[src/rtl/otter_mux_pkg.sv]
// Shared types and constants for the registered OTTER select mux.
// Exports the skid FSM state enum, channel limit, reset data and a pointer helper.
package otter_mux_pkg;

   localparam int   MUX_N_MAX    = 16;
   localparam logic MUX_RST_DATA = '0;

   typedef enum logic [1:0] {
      EMPTY = 2'd0,
      ONE   = 2'd1,
      FULL  = 2'd2
   } mux_pipe_state_t;

   // Wrapping successor of a channel index.
   function automatic int mux_next_idx(input int g, input int n);
      return (g + 1 >= n) ? 0 : g + 1;
   endfunction

endpackage

[src/rtl/mux_skid_buf.sv]
// Two-entry output/skid register pair with a valid/ready sink side.
// Ports: CLK, RST, in_data/in_xfer/in_ready (fill), out_data/out_valid/out_ready (drain).
module mux_skid_buf
   import otter_mux_pkg::*;
#(
   parameter int DW = 35
) (
   input  logic          CLK,
   input  logic          RST,
   input  logic [DW-1:0] in_data,
   input  logic          in_xfer,
   output logic          in_ready,
   output logic [DW-1:0] out_data,
   output logic          out_valid,
   input  logic          out_ready
);

   mux_pipe_state_t state;
   logic [DW-1:0]   skid_q;
   logic            out_xfer;

   assign out_xfer = out_valid & out_ready;

   // Ready comes only from registered state, so no path from out_ready.
   assign in_ready = (state != FULL);

   always_ff @(posedge CLK or posedge RST) begin
      if (RST) begin
         state     <= EMPTY;
         out_data  <= {DW{MUX_RST_DATA}};
         skid_q    <= {DW{MUX_RST_DATA}};
         out_valid <= 1'b0;
      end else begin
         unique case (state)
            EMPTY: begin
               if (in_xfer) begin
                  out_data  <= in_data;
                  out_valid <= 1'b1;
                  state     <= ONE;
               end
            end
            ONE: begin
               if (in_xfer && out_xfer) begin
                  out_data <= in_data;
               end else if (in_xfer) begin
                  skid_q <= in_data;
                  state  <= FULL;
               end else if (out_xfer) begin
                  out_valid <= 1'b0;
                  state     <= EMPTY;
               end
            end
            FULL: begin
               if (out_xfer) begin
                  out_data <= skid_q;
                  state    <= ONE;
               end
            end
            default: begin
               out_valid <= 1'b0;
               state     <= EMPTY;
            end
         endcase
      end
   end

endmodule

[src/rtl/mux_sel_pipe.sv]
// Registered, back-pressurable N-way select mux feeding a 2-entry skid stage.
// Ports: CLK, RST, in_data/in_valid/in_ready, sel, out_data/out_src/out_valid/out_ready, sel_err.
// MUX_RR_ARB_EN: replaces sel with a round-robin arbiter; sel_err is tied low.
module mux_sel_pipe
   import otter_mux_pkg::*;
#(
   parameter int W     = 32,
   parameter int N     = 6,
   parameter int SEL_W = $clog2(N)
) (
   input  logic             CLK,
   input  logic             RST,
   input  logic [N*W-1:0]   in_data,
   input  logic [N-1:0]     in_valid,
   output logic [N-1:0]     in_ready,
   input  logic [SEL_W-1:0] sel,
   output logic [W-1:0]     out_data,
   output logic [SEL_W-1:0] out_src,
   output logic             out_valid,
   input  logic             out_ready,
   output logic             sel_err
);

   if (N < 2 || N > MUX_N_MAX) begin : g_bad_n
      $error("mux_sel_pipe: N out of range");
   end

   localparam int DW = W + SEL_W;

   logic [N-1:0]     gnt;
   logic [SEL_W-1:0] gnt_idx;
   logic [W-1:0]     gnt_data;
   logic             buf_ready;
   logic             in_xfer;
   logic [DW-1:0]    buf_out;

   assign in_ready = gnt & {N{buf_ready}};
   assign in_xfer  = |(in_valid & in_ready);

   // Only the granted slice is read, so X on other channels never leaks.
   always_comb begin
      gnt_data = '0;
      for (int k = 0; k < N; k++) begin
         if (gnt[k]) gnt_data = in_data[k*W +: W];
      end
   end

`ifdef MUX_RR_ARB_EN

   logic [SEL_W-1:0] ptr;
   logic             found;
   int               j;

   // Scan from ptr upward, wrapping, for the first valid channel.
   always_comb begin
      gnt     = '0;
      gnt_idx = '0;
      found   = 1'b0;
      j       = 0;
      for (int i = 0; i < N; i++) begin
         j = int'(ptr) + i;
         if (j >= N) j = j - N;
         if (!found && in_valid[j]) begin
            found   = 1'b1;
            gnt[j]  = 1'b1;
            gnt_idx = SEL_W'(j);
         end
      end
   end

   always_ff @(posedge CLK or posedge RST) begin
      if (RST) begin
         ptr <= '0;
      end else if (in_xfer) begin
         ptr <= SEL_W'(mux_next_idx(int'(gnt_idx), N));
      end
   end

   assign sel_err = 1'b0;

`else

   localparam logic [SEL_W:0] N_L = (SEL_W+1)'(N);

   logic sel_oor;

   assign sel_oor = ({1'b0, sel} >= N_L);

   always_comb begin
      gnt     = '0;
      gnt_idx = sel;
      for (int k = 0; k < N; k++) begin
         if (!sel_oor && sel == SEL_W'(k)) gnt[k] = 1'b1;
      end
   end

   always_ff @(posedge CLK or posedge RST) begin
      if (RST) begin
         sel_err <= 1'b0;
      end else begin
         sel_err <= sel_oor;
      end
   end

`endif

   // Source index travels with the data so a later sel change
   // cannot relabel beats already captured.
   mux_skid_buf #(
      .DW (DW)
   ) u_skid (
      .CLK       (CLK),
      .RST       (RST),
      .in_data   ({gnt_idx, gnt_data}),
      .in_xfer   (in_xfer),
      .in_ready  (buf_ready),
      .out_data  (buf_out),
      .out_valid (out_valid),
      .out_ready (out_ready)
   );

   assign out_data = buf_out[W-1:0];
   assign out_src  = buf_out[DW-1:W];

endmodule

[config.mk]
export PLATFORM = sky130hd
export DESIGN_NAME = mux_sel_pipe
export DESIGN_NICKNAME = d
export VERILOG_FILES = /design/src/rtl/otter_mux_pkg.sv /design/src/rtl/mux_skid_buf.sv /design/src/rtl/mux_sel_pipe.sv
export SDC_FILE = /design/constraint.sdc
export NUM_CORES = 1
export LEC_CHECK = 0
export CORE_MARGIN = 2
export CORE_UTILIZATION = 43
export CTS_CLUSTER_SIZE = 25
export DETAILED_ROUTE_END_ITERATION = 10
export GPL_TIMING_DRIVEN = 0
export PLACE_DENSITY_LB_ADDON = 0.2
export SLEW_MARGIN = 20
export SYNTH_ARGS = -nofsm -noshare
export SYNTH_HDL_FRONTEND = slang
export SYNTH_SLANG_ARGS = --single-unit
[constraint.sdc]
create_clock -name CLK -period 2.65 [get_ports CLK]
set_input_delay 0.53 -clock CLK [delete_from_list [all_inputs] [get_ports CLK]]
set_output_delay 0.53 -clock CLK [all_outputs]
set_load 0.005 [all_outputs]
# [Word-level counts from Yosys, hierarchy flattened]
# Cells that the tools add are included.
[totals] reg_bits=74 in_bits=204
[classes] eq_ne=15 bitwise=5 reduce_logical=16 n_mux=27 n_lt_le_gt_ge=1
[op_table] operator="$mux 32" n=6
[op_table] operator="$mux 35" n=3
[op_table] operator="$pmux 35 s3" n=1
[op_table] operator="$and 6x6->6" n=2
[op_table] operator="$mux 1" n=10
[op_table] operator="$mux 2" n=5
[op_table] operator="$ne 2x1->1 const B" n=4
[op_table] operator="$reduce_and 4->1" n=2
[op_table] operator="$logic_and 1x1->1" n=7
[op_table] operator="$eq 3x2->1 const B" n=2
[op_table] operator="$eq 3x3->1 const B" n=2
[op_table] operator="$ne 2x2->1 const B" n=3
[op_table] operator="$pmux 2 s3" n=1
[op_table] operator="$reduce_or 6->1" n=1
[op_table] operator="$reduce_and 5->1" n=1
[op_table] operator="$eq 3x1->1 const B" n=1
[op_table] operator="$ge 3x3->1 const B" n=1
[op_table] operator="$logic_not 3->1" n=1
[op_table] operator="$ne 3x1->1 const B" n=1
[op_table] operator="$pmux 1 s3" n=1
[op_table] operator="$reduce_and 3->1" n=1
[op_table] operator="$reduce_bool 3->1" n=1
[op_table] operator="$eq 2x1->1 const B" n=1
[op_table] operator="$eq 2x2->1 const B" n=1
[op_table] operator="4 further kinds" n=5

# [Logic depth before layout (Yosys ltp)]
# Gate-level depths: netlist (run 1).
[logic_depth] depth_word=12 depth_mapped=7 mapped_depth_nobuf=4

# [By module]
# From an unflattened synthesis (run 1), not the netlist that was laid out.
[unflattened] cells_unflattened=409 area_unflattened_um2=5180.0
[by_module_without_submodules] module="mux_skid_buf" cells_each=207 n_inst=1 seq_area_each_um2=1826.8 area_each_um2=3477.1
[by_module_without_submodules] module="mux_sel_pipe" cells_each=202 n_inst=1 seq_area_each_um2=25.0 area_each_um2=1702.9

# [Worst setup path after synthesis (run 1)]
# No wires, ideal clock.
[synth_path] path_type="input -> output" from="input sel[1]" to="output in_ready[2]" t_arrival_ns=1.570 setup_slack_ns=0.550 required_ns=2.120 stages=6 path_buffers=4 cell_sequence="buf_2 > buf_2 > buf_2 > buf_2 > nand2b_1 > nor3_1"
[synth_between] elab_chain_len=5 elab_cells_between_ends=6 cone_classes="order compare (1); eq/ne (1); mux (1); bitwise (1); reduce/logical (2)"
[synth_rtl] item="from (decl)" line="mux_sel_pipe.sv:16" rtl="input logic [SEL_W-1:0] sel,"
[synth_rtl] item="$ge 3x3->1" line="mux_sel_pipe.sv:87" rtl="assign sel_oor = ({1'b0, sel} >= N_L);"
[synth_rtl] item="$logic_not 1->1" line="mux_sel_pipe.sv:93" rtl="if (!sel_oor && sel == SEL_W'(k)) gnt[k] = 1'b1;"
[synth_rtl] item="$logic_and 1x1->1 (*)" line="mux_sel_pipe.sv:93"
[synth_rtl] item="$mux 1 (*)" line="mux_sel_pipe.sv:93"
[synth_rtl] item="$and 6x6->6 (*)" line="mux_sel_pipe.sv:37" rtl="assign in_ready = gnt & {N{buf_ready}};"
[synth_rtl] item="to (decl)" line="mux_sel_pipe.sv:15" rtl="output logic [N-1:0] in_ready,"
# Mark *: on every way between the ends. The rest lies on a longest branch, timed or not.

# [Worst setup path after layout (run 1)]
[layout_path] from="input sel[2]" to="output in_ready[5]"
# Same word-level chain as after synthesis.

==> flow_metrics.tcl, run 1 <==
set metrics [dict create \
    syn_area_um2 5410 \
    slew_violations 0 \
    routed_met1_length_um 7570 \
    crit_path_start_kind "primary input" \
    grt_overflow_total 0 \
    fp-row-count 40 \
    cts_buffer_depth 2 \
    fin_ws_ns 0.0741 \
    die_area_um2 13500 \
    place_worst_setup_slack_ns -1.09 \
    netlist.area_leader.share 0.343 \
    critPathRequiredTime_ns 2.12 \
    wl_met2_um 9410 \
    grt_first_pass_wirelength_um 28300 \
    syn-num-nets 759 \
    synth_area_leader_cell "dfrtp_1" \
    antenna_violations_before_repair 0 \
    synth_cell_type_count 36 \
    crit_arrival_ns 2.05 \
    leakage_nw 3.45 \
    cts_sinks 74 \
    routed_via_density 5.53 \
    syn_to_final_growth_pct 55.3 \
    pwr_density_cell_nw_per_um2 714 \
    layout.cell_area.non_filler_um2 8390 \
    synth_enable_flop_cells 0 \
    postSynthCellCount 555 \
    post_synth_main_area_contributors "dfrtp_1, mux2i_1, a211oi_1" \
    placement.io_buffers 244 \
    period_needed_ns 2.58 \
    cp-end-kind "primary output" \
    met3RoutedLength_um 1380 \
    power.ir.vdd_worst_mv 0.352 \
    dp.final_hpwl_um 14700 \
    min_period_over_period 0.972 \
    netlist_top_cells_count "mux2i_1, dfrtp_1, a211oi_1, inv_1, nor2_1" \
    start_util 0.445 \
    antenna_cells_inserted 0 \
    crit_type "in2out" \
    finish.net_count 1012 \
    place.gp.congestion 0.866 \
    crit_path_max_fanout 19 \
    placed_cell_area_um2 8080 \
    outcome "finished, final reports clean" \
    regToRegSetupSlack_ns 0.55 \
    fmax_mhz 388 \
    antenna_violating_nets_post_route 0 \
    max-cap-violations 0 \
    initialDrtViolationCount 245 \
    number_of_warnings_reported_in_the_yosys_synthesis_log 0 \
    detail_route.wirelength_um 18800 \
    core_area_um2 12200 \
    post_route_cells_drive_above_1_share 0.103 \
    wirelength_per_cell_um 19.2 \
    yosys.cell_count.top_type "mux2i_1" \
    cts_inserted_buffers 9 \
    timing.clock.skew_ns 0.00870 \
    grt_setup_unrepaired "no" \
    cts_tree "done" \
    async_reset_ff_frac 1.00 \
    grt_max_degree 41 \
    worst-slew-pin-transition_ns 0.827 \
    synth_area_per_cell_um2 9.74 \
    fillerInstances 961 \
    floorplan.die.height_um 116 \
    report.final.setup_viol 0 \
    design.portCount 247 \
    synth_sequential_area_ratio 0.343 \
    drt_drc_violations_left 0 \
    dominantRegCellSynth "dfrtp_1" \
    first_global_vias 5648 \
    synth-seq-cells 74 \
    final_hold_violating_endpoints 0 \
    floorplan.die.width_um 116 \
    cts_root_buffer "clkbuf_16" \
    classification_of_the_worst_slack_hold_path "reg2reg" \
    relSlewSlack 0.449 \
    h_tree_levels 3 \
    worstSkewPairLatency_ns 0.34 \
    clk_pin_slew_worst_paths_ns 0.07 \
    via_count 5424 \
    total_routing_usage_gr 0.275 \
    drtPass1Iterations 7 \
    dr.max_layer_used "met4" \
]
-- final timing paths --
kind | start | to | cells past startpoint
worst max-delay path | sel[2] | in_ready[5] | 4
worst min-delay path | u_skid.state[0] | u_skid.out_valid | 1
worst max register to register | u_skid.state[0] | u_skid.out_data[18] | 6
worst min register to register | u_skid.state[0] | u_skid.out_valid | 1
max in group asynchronous | RST | u_skid.out_data[28] | 3
min in group asynchronous | RST | u_skid.out_data[12] | 2
-- routing by layer --
layer	vias up	GRT usage
met3	45	0.0451
met5	-	0
li1	2536	-
met4	0	0.0992
met2	242	0.493
met1	2601	0.333
-- metrics by stage --
stage | utilization | total power [mW] | std cells | hold slack, ns | TNS [ns]
after CTS | 0.690 | 6.02 | 981 | 0.518 | 0
final | 0.690 | 5.99 | 981 | 0.511 | 0
after global routing | 0.690 | 6.34 | 981 | 0.527 | 0
after detailed placement | 0.665 | 4.82 | 968 | 0.497 | -32.38
after floorplan | - | 3.50 | 555 | 0.465 | 0
after global placement | 0.663 | 4.70 | 967 | 0.484 | -100.92
-- flip-flops by register name, summed over array words and instances (netlist names) --
| name | cells |
|---|---|
| sel_err | 1 |
| u_skid.out_data | 35 |
| u_skid.out_valid | 1 |
| u_skid.skid_q | 35 |
| u_skid.state | 2 |
-- where the power goes --
| part | internal [mW] | total (mW) | switching, mW |
|---|---|---|---|
| combinational | 1.70 | 2.86 | 1.16 |
| sequential | 1.70 | 1.96 | 0.264 |
| clock | 0.650 | 1.17 | 0.523 |
-- cell families after synthesis --
kind of cell           Yosys count  share of synthesized area
AND/OR/NAND/NOR                 86                     0.0694
AO/OA/AOI/OAI                  170                      0.235
buffers and inverters           92                     0.0761
flip-flops                      74                      0.343
multiplexers                   133                      0.277
-- final cells by class --
type / count / area (um^2) / area share
sequential: 74 / 1850 / 0.221
inverter: 38 / 149 / 0.0177
clock buffer: 9 / 225 / 0.0268
buffer: 50 / 277 / 0.0329
clock inverter: 7 / 61.3 / 0.00730
tap: 168 / 210 / 0.0250
multi-input combinational: 389 / 3160 / 0.376
timing repair buffer: 246 / 2460 / 0.294
-- placed cells by master (no fill, tap or decap), drive strengths merged, types with 3 or more instances in the layout --
master	instances
a211oi	64
a21boi	33
a21oi	32
buf	23
clkbuf	39
clkdlybuf4s50	243
clkinvlp	3
dfrtp	74
inv	40
mux2	36
mux2i	96
nand2	32
nor2	35
nor4	3
o31a	32
-- timing repair --
| action | CTS | global route |
|---|---|---|
| setup endpoints to repair | 40 | 3 |
| resized for setup | 15 | 4 |
| buffers inserted | 1 | 0 |
| hold buffers | 0 | 0 |
-- critical path, stage by stage --
cell and delay (ns):
clkbuf_1 0.33, buf_4 0.33, nor4b_1 0.28, clkdlybuf4s50_1 0.56
(Power assumes the default switching activity.)
==> run 2, diff against run 1 <==
CORE_MARGIN = unset   (was 2)
CORE_UTILIZATION = 40   (was 43)
==> run 2 against run 1 <==
Fmax fell by 0.64%; global-route usage shrank 0.66 points; wire length shrank 1.0%; non-clock buffer count increased by 2; register-to-register slack got worse by 0.02 ns; sequential share of layout area about the same; clock skew fell by 0.0038 ns; utilization decreased by 5.5 points; setup slack worse by 0.017 ns; sequential cell count is the same.
==> flow_metrics.tcl, run 2 (synthesized netlist as in run 1, its figures left out) <==
set metrics [dict create \
    placement.io_buffers 244 \
    period_needed_ns 2.59 \
    cts_buffer_depth 2 \
    total_routing_usage_gr 0.268 \
    floorplan.die.height_um 118 \
    max-cap-violations 0 \
    die_area_um2 14000 \
    cp-end-kind "primary output" \
    worst_hold_path.endpoint "u_skid.out_data[20]" \
    crit_path_max_fanout 10 \
    grt_overflow_total 0 \
    cts_root_buffer "clkbuf_16" \
    regToRegSetupSlack_ns 0.53 \
    classification_of_the_worst_slack_hold_path "reg2reg" \
    startpoint "sel[0]" \
    post_route_cells_drive_above_1_share 0.0962 \
    cts_inserted_buffers 9 \
    worst-slew-pin-transition_ns 0.787 \
    routed_via_density 5.39 \
    timing.clock.skew_ns 0.00490 \
    fp-row-count 42 \
    outcome "finished, final reports clean" \
    initialDrtViolationCount 190 \
    setup_total_negative_slack_ns 0 \
    design.portCount 247 \
    drt_drc_violations_left 0 \
    via_count 5321 \
    cts_tree "done" \
    syn_to_final_growth_pct 54.9 \
    antenna_violating_nets_post_route 0 \
    clk_pin_slew_worst_paths_ns 0.05 \
    slew_violations 0 \
    worstSkewPairLatency_ns 0.33 \
    hold_path.startpoint "u_skid.out_data[20]" \
    min_period_over_period 0.978 \
    crit_arrival_ns 2.06 \
    detail_route.wirelength_um 18600 \
    grt_setup_unrepaired "no" \
    number_of_stages_on_the_worst_hold_path 1 \
    final_hold_violating_endpoints 0 \
    antenna_violations_before_repair 0 \
    report.final.setup_viol 0 \
    floorplan.die.width_um 118 \
    h_tree_levels 3 \
    first_global_vias 5789 \
    reg_top3 "u_skid.out_data: 35 flops, u_skid.skid_q: 35 flops, u_skid.state: 2 flops" \
    fmax_mhz 386 \
    dp.final_hpwl_um 14500 \
    r2r_cells 6 \
    ff_to_ff_end "u_skid.out_data[13]" \
    crit_type "in2out" \
    placed_cell_area_um2 8090 \
    drtPass1Iterations 4 \
    finish.net_count 1014 \
    pwr_density_cell_nw_per_um2 701 \
    critPathRequiredTime_ns 2.12 \
    wirelength_per_cell_um 18.9 \
    core_area_um2 13200 \
    crit_path_start_kind "primary input" \
    cts_sinks 74 \
    layout.cell_area.non_filler_um2 8380 \
    grt_max_degree 42 \
    highest_count_cells_in_the_layout_ignoring_fill_and_taps "clkdlybuf4s50_1, mux2i_1, dfrtp_1" \
    leakage_nw 3.48 \
    crit-reg2reg-launch "u_skid.state[0]" \
    start_util 0.410 \
    mostFrequentLayoutCell "clkdlybuf4s50_1" \
    antenna_cells_inserted 0 \
    relSlewSlack 0.476 \
    power.ir.vdd_worst_mv 0.339 \
    place.gp.congestion 0.836 \
    grt_first_pass_wirelength_um 29400 \
]
run 2: how the worst max path moves through the flow:
stage             endpoint  slack, ns  cells past startpoint
4_1_cts        in_ready[2]      0.005                      6
5_1_grt        in_ready[1]       0.02                      7
6_report       in_ready[1]       0.06                      7
2_1_floorplan      sel_err       0.24                      1
3_3_place_gp   in_ready[5]      -1.08                      6
3_5_place_dp   in_ready[5]      -1.10                      6
run 2: final cells by class:
| type | instances | area (um^2) |
|---|---|---|
| multi-input combinational | 389 | 3140 |
| fill | 1121 | 4810 |
| timing repair buffer | 247 | 2480 |
| tap | 176 | 220 |
| buffer | 51 | 292 |
| sequential | 74 | 1850 |
| clock inverter | 1 | 5.00 |
| clock buffer | 11 | 243 |
| inverter | 38 | 145 |
run 2: per-layer routing:
metal / routed length, um / global-route usage
met4: 356 / 0.0929
met3: 1140 / 0.0434
met2: 9590 / 0.481
met1: 7550 / 0.323
met5: 0 / 0
run 2: metrics by stage:
step	worst slack [ns]	util	instances	total power, mW	hold slack, ns
finish	0.0576	0.635	987	5.87	0.511
global route	0.0190	0.635	987	6.21	0.520
CTS	0.00497	0.636	989	5.90	0.514
detailed placement	-1.10	0.613	976	4.81	0.497
global placement	-1.08	0.612	975	4.71	0.485
floorplan	0.238	-	555	3.50	0.465
run 2: power by group:
| group | internal, mW | switching, mW | total, mW | leakage (nW) |
|---|---|---|---|---|
| Sequential | 1.70 | 0.269 | 1.97 | 0.878 |
| Clock | 0.636 | 0.429 | 1.06 | 0.123 |
| Combinational | 1.69 | 1.15 | 2.84 | 2.48 |
run 2: what timing repair did:
action / 4_1_cts / 5_1_grt
setup buffers: 2 / 0
gates resized for setup: 21 / 1
hold buffers: 0 / 0
setup endpoints to repair: 51 / 2
run 2: worst max-delay path: stages:
cell             delay (ns)
clkdlybuf4s18_2        0.28
clkbuf_8               0.16
buf_4                  0.10
clkbuf_4               0.20
nand2b_1               0.09
nor3_1                 0.16
clkdlybuf4s50_1        0.54
